### src/rtl/add_rr_sched.sv
// Round-robin scheduler sharing one pipelined adder between two requesters, with a credit-checked output FIFO.
// Optional build macro ADD_RR_SCHED_SAT_EN: saturate sums to 2^DATA_WIDTH-1 instead of keeping the carry bit.
module add_rr_sched #(
  parameter int DATA_WIDTH  = 8,
  parameter int ADD_LATENCY = 2,
  parameter int OUT_DEPTH   = 4
) (
  input  logic                  clk,
  input  logic                  rst,
  input  logic                  req0_valid,
  output logic                  req0_ready,
  input  logic [DATA_WIDTH-1:0] req0_a,
  input  logic [DATA_WIDTH-1:0] req0_b,
  input  logic                  req1_valid,
  output logic                  req1_ready,
  input  logic [DATA_WIDTH-1:0] req1_a,
  input  logic [DATA_WIDTH-1:0] req1_b,
  output logic                  res_valid,
  input  logic                  res_ready,
  output logic [DATA_WIDTH:0]   res_sum,
  output logic                  res_src,
  input  logic                  drain,
  output logic                  drain_done,
  output logic                  busy
);

  localparam int PTR_W = $clog2(OUT_DEPTH);
  localparam int CNT_W = $clog2(OUT_DEPTH + 1);
  localparam int INF_W = $clog2(ADD_LATENCY + 1);
  localparam int SUM_W = DATA_WIDTH + 1;

  typedef enum logic [1:0] {IDLE, ACTIVE, DRAIN} state_t;

  typedef struct packed {
    logic             src;
    logic [SUM_W-1:0] sum;
  } entry_t;

  state_t           state, state_nxt;
  logic             rr_ptr;        // 0: req0 wins a tie, 1: req1 wins
  logic             drain_armed;   // cleared after a drain completes until drain drops
  logic [CNT_W-1:0] fifo_count;
  logic [INF_W-1:0] inflight_count;
  logic [PTR_W-1:0] wr_ptr, rd_ptr;
  entry_t           fifo_mem [OUT_DEPTH];

  logic [ADD_LATENCY-1:0] pipe_valid;
  entry_t                 pipe_data [ADD_LATENCY];

  logic                  credit_ok, grant_en, gnt0, gnt1, grant;
  logic [DATA_WIDTH-1:0] op_a, op_b;
  logic [SUM_W-1:0]      raw_sum, issue_sum;
  logic                  push, pop, pipe_empty, fifo_empty;
  entry_t                head;

  // Registered counts only, so a credit freed by a pop is reusable one cycle later.
  assign credit_ok = (int'(fifo_count) + int'(inflight_count)) < OUT_DEPTH;
  assign grant_en  = !rst && !drain && (state != DRAIN) && credit_ok;

  // NOTE: every always_comb output gets a default first so no path leaves it unassigned (no latch).
  always_comb begin
    gnt0 = 1'b0;
    gnt1 = 1'b0;
    if (grant_en) begin
      if (req0_valid && req1_valid) begin
        gnt0 = !rr_ptr;
        gnt1 = rr_ptr;
      end else begin
        gnt0 = req0_valid;
        gnt1 = req1_valid;
      end
    end
  end

  assign grant      = gnt0 | gnt1;
  assign req0_ready = gnt0;
  assign req1_ready = gnt1;

  assign op_a    = gnt1 ? req1_a : req0_a;
  assign op_b    = gnt1 ? req1_b : req0_b;
  assign raw_sum = {1'b0, op_a} + {1'b0, op_b};

`ifdef ADD_RR_SCHED_SAT_EN
  assign issue_sum = raw_sum[DATA_WIDTH] ? {1'b0, {DATA_WIDTH{1'b1}}} : raw_sum;
`else
  assign issue_sum = raw_sum;
`endif

  assign push       = pipe_valid[ADD_LATENCY-1];
  assign fifo_empty = (fifo_count == '0);
  assign pipe_empty = (inflight_count == '0);
  assign res_valid  = !fifo_empty;
  assign pop        = res_valid && res_ready;
  assign head       = fifo_mem[rd_ptr];
  assign res_sum    = res_valid ? head.sum : '0;
  assign res_src    = res_valid ? head.src : 1'b0;

  // NOTE: sequential state uses non-blocking assignments so every register samples pre-edge values.
  always_ff @(posedge clk) begin
    if (rst) begin
      pipe_valid <= '0;
    end else begin
      pipe_valid[0] <= grant;
      for (int i = 1; i < ADD_LATENCY; i++) pipe_valid[i] <= pipe_valid[i-1];
    end
  end

  // NOTE: datapath and FIFO storage carry no reset; the valid bits and counts alone qualify them.
  always_ff @(posedge clk) begin
    if (grant) pipe_data[0] <= '{src: gnt1, sum: issue_sum};
    for (int i = 1; i < ADD_LATENCY; i++) pipe_data[i] <= pipe_data[i-1];
    if (push) fifo_mem[wr_ptr] <= pipe_data[ADD_LATENCY-1];
  end

  always_ff @(posedge clk) begin
    if (rst) begin
      wr_ptr         <= '0;
      rd_ptr         <= '0;
      fifo_count     <= '0;
      inflight_count <= '0;
      rr_ptr         <= 1'b0;
    end else begin
      if (push) wr_ptr <= wr_ptr + 1'b1;
      if (pop)  rd_ptr <= rd_ptr + 1'b1;
      case ({push, pop})
        2'b10:   fifo_count <= fifo_count + 1'b1;
        2'b01:   fifo_count <= fifo_count - 1'b1;
        default: fifo_count <= fifo_count;
      endcase
      case ({grant, push})
        2'b10:   inflight_count <= inflight_count + 1'b1;
        2'b01:   inflight_count <= inflight_count - 1'b1;
        default: inflight_count <= inflight_count;
      endcase
      if (grant) rr_ptr <= !gnt1;
    end
  end

  always_comb begin
    state_nxt  = state;
    drain_done = 1'b0;
    case (state)
      IDLE: begin
        if (drain && drain_armed) state_nxt = DRAIN;
        else if (grant)           state_nxt = ACTIVE;
      end
      ACTIVE: begin
        if (drain)                                   state_nxt = DRAIN;
        else if (pipe_empty && fifo_empty && !grant) state_nxt = IDLE;
      end
      DRAIN: begin
        if (pipe_empty && fifo_empty) begin
          state_nxt  = IDLE;
          drain_done = 1'b1;
        end
      end
      default: state_nxt = IDLE;
    endcase
  end

  assign busy = (state != IDLE);

  always_ff @(posedge clk) begin
    if (rst) begin
      state       <= IDLE;
      drain_armed <= 1'b1;
    end else begin
      state <= state_nxt;
      if (drain_done)  drain_armed <= 1'b0;
      else if (!drain) drain_armed <= 1'b1;
    end
  end

endmodule

### config.mk
export PLATFORM = sky130hd
export DESIGN_NAME = add_rr_sched
export DESIGN_NICKNAME = d
export VERILOG_FILES = /design/src/rtl/add_rr_sched.sv
export SDC_FILE = /design/constraint.sdc
export NUM_CORES = 1
export LEC_CHECK = 0
export BUFFER_PORTS_ARGS = -buffer_cell sky130_fd_sc_hd__buf_4
export CAP_MARGIN = 20
export CORE_UTILIZATION = 56
export CTS_CLUSTER_SIZE = 16
export DETAILED_ROUTE_END_ITERATION = 16
export PLACE_DENSITY = 0.79
export SYNTH_ARGS = -nofsm -noshare
export SYNTH_HDL_FRONTEND = slang
export SYNTH_SLANG_ARGS = --single-unit
export TNS_END_PERCENT = 20
### constraint.sdc
create_clock -name clk -period 3.58 [get_ports clk]
set_input_delay 0.358 -clock clk [delete_from_list [all_inputs] [get_ports clk]]
set_output_delay 0.358 -clock clk [all_outputs]
set_load 0.03 [all_outputs]
==> metrics.md <==
| Metric | Value |
|---|---|
| Status | `completed` |
| Drc violations | `0` |
| Root buffer cell | `clkbuf_8` |
| Peak supply drop | `0.3038 mV` |
| Slew @ Worst Pin | `0.6982 ns` |
| Vias in the first global route | `1886` |
| Critical Path RT | `3.66 ns` |
| Core ar. | `5642 µm²` |
| Vias per inst | `5.260` |
| Die X | `79.44 µm` |
| #FFs+latches synth | `77` |
| Final Max Slew Viols | `0` |
| Pwr Total | `2.091 mW` |
| Post-Syn Nets | `281` |
| Mapped Area | `3358 µm²` |
| Detail Route Antenna Nets | `0` |
| # fillers | `376` |
| Final setup fails | `0` |
| GR Util All Layers | `18.78%` |
| CTS Buf Count | `9` |
| Worst Clk Skew | `0.009565 ns` |
| First-pass GRT wire length | `8645 µm` |
| Seq/Total Area, Yosys | `60.80%` |
| Leak Pwr | `1.537 nW` |
| H-tree level count | `3` |
| Area Overhead vs Synth | `20.23%` |
| # hold bufs at CTS | `0` |
| IO Pins | `53` |
| Dpl hpwl | `3710 µm` |
| Tcrit/Tclk final | `93.65%` |
| Worst-path clk slew | `0.08 ns` |
| Die area | `6311 µm²` |
| Async set-reset flop share out of synthesis | `0%` |
| CTS tree | `yes` |
| CP max FO | `5` |
| FP Rows | `27` |
| Syn_area_per_cell | `14.86 µm²` |
| P per Cell Area | `517.8 nW/µm²` |
| Sum of negative setup slack | `0 ns` |
| Placer Congestion | `0.7947` |
| Min-delay worst type | `primary input to flop` |
| Iter 0 DRT Violations | `62` |
| Slew headroom | `53.39%` |
| Die Y-Extent | `79.44 µm` |
| ANT cells | `0` |
| Clk sinks | `77` |
| Via count | `1920` |
| Max Fclk | `0.2983 GHz` |
| CP Capture Type | `flop` |
| Mapped Cells | `226` |
| EDFF count, synth | `50` |
| Final hold violations | `0` |
| Kind of critical path | `flop to flop` |
| RSZ-0062 raised after global routing | `no` |
| # port buffers | `52` |
| WL/cell | `14.24 µm` |
| Clk Latency, worst-skew pair | `0.34 ns` |
| Max-cap viol count | `0` |
| Layout cells sized above 1 | `35.49%` |
| Total Wirelength | `5198 µm` |
| Ys Warns | `0` |
| Startpoint types | `flop` |
| Drt first pass iters | `6` |
| Critical path arrival | `3.44 ns` |
| Final-stage net count | `343` |
| Most used DFF post-synth | `edfxtp_1` |
| Initial antenna violation count | `0` |
| Distinct cells, synth | `37` |
| Fin crit period | `3.353 ns` |
| Deepest clock path buffer count | `2` |
| Initial Util | `59.53%` |
| GRT Residual Overflow | `0` |
| Pin count of the biggest net entering global routing | `17` |
## through the flow
step           utilization, %  area [µm²]  std cells  hold slack [ns]  setup WS, ns
3_3_place_gp            67.53        3810        346           0.3239        0.2812
6_report                71.57        4038        365           0.2706        0.2272
3_5_place_dp            67.53        3810        346           0.3269        0.1646
2_1_floorplan               -        3358        226           0.3233        0.2519
4_1_cts                 71.06        4009        362           0.2586        0.1276
5_1_grt                 71.57        4038        365           0.2703       0.02439
## layout make-up
| class | instances | area (µm²) | area share (%) |
|---|---|---|---|
| Sequential cell | 77 | 2042 | 50.57 |
| Multi-Input combinational cell | 134 | 1249 | 30.93 |
| Timing Repair Buffer | 56 | 420.4 | 10.41 |
| Clock buffer | 9 | 123.9 | 3.068 |
| Tap cell | 72 | 90.09 | 2.231 |
| Clock inverter | 7 | 75.07 | 1.859 |
| Inverter | 10 | 37.54 | 0.9297 |
## where the power goes
group          switching (mW)  internal (mW)
logic                   0.211          0.205
clock network           0.310          0.324
registers              0.0433          0.998
## sequential cells by signal (all words and copies together) (netlist names), named ones only
| signal | cells |
|---|---|
| fifo_mem | 40 |
| pipe_data | 20 |
| fifo_count | 3 |
| inflight_count | 2 |
| pipe_valid | 2 |
| rd_ptr | 2 |
| state | 2 |
| wr_ptr | 2 |
| drain_armed | 1 |
| rr_ptr | 1 |
## placed cells by master (no fill, tap or decap), drive strengths merged, types with 8 or more instances in the layout
cell type,n
clkbuf,9
nor2,14
mux4,10
a21oi,12
buf,56
ha,15
and2,15
xnor2,8
dfxtp,27
inv,11
edfxtp,50
mux2,16
## Yosys cell counts, types with 5 or more instances
master	instances	area (µm²)
edfxtp_1	50	1501
xnor2_1	8	70.07
and2_1	15	93.84
mux4_2	10	225.2
dfxtp_1	27	540.5
mux2_4	9	135.1
mux2_2	7	78.83
a21oi_1	11	55.05
or3_1	5	31.28
nor2_1	14	52.55
xor2_1	5	43.79
inv_1	10	37.54
ha_1	15	187.7
## critical path, stage by stage (launching register included)
cell	delay (ns)
dfxtp_1	0.34
ha_1	0.21
nor4_2	0.24
and3_4	0.25
nand2_2	0.07
a21oi_4	0.19
mux2_4	0.32
ha_1	0.23
fa_1	0.40
a21o_1	0.17
a21oi_1	0.21
o21ai_1	0.13
nor4_2	0.26
a21oi_1	0.07
## routing by layer
metal  part of all wire (%)  GRT usage (%)  up-vias
li1                       -              -      946
met1                     44          22.73      903
met2                     49          31.45       60
met3                    4.4          4.343       11
met4                    2.0          9.273        0
met5                      0              0        -
## logic make-up (layout without fill, tap and decap cells)
kind of cell	Yosys count	count (layout)	synth area share, %
compound gates	26	26	4.956
flops	77	77	60.80
fa+ha+maj	17	17	6.781
simple gates	51	51	8.495
buf+inv	15	82	2.198
mux	27	27	13.38
xor+xnor	13	13	3.390
## worst paths after layout
| path | cells past startpoint | end | slack, ns | startpoint |
|---|---|---|---|---|
| worst min-delay path | 2 | pipe_valid[0] | 0.27 | req0_valid |
| worst max register to register | 13 | pipe_data[0][8] | 0.23 | fifo_count[1] |
| worst min register to register | 0 | pipe_data[0][17] | 0.34 | pipe_data[0][7] |
| worst max-delay path | 13 | pipe_data[0][8] | 0.23 | fifo_count[1] |
## timing repair
item,in CTS,in global routing
endpoints found under the setup margin,0,1
gates resized for setup,0,2
buffers inserted,0,3
(Power assumes the default switching activity.)
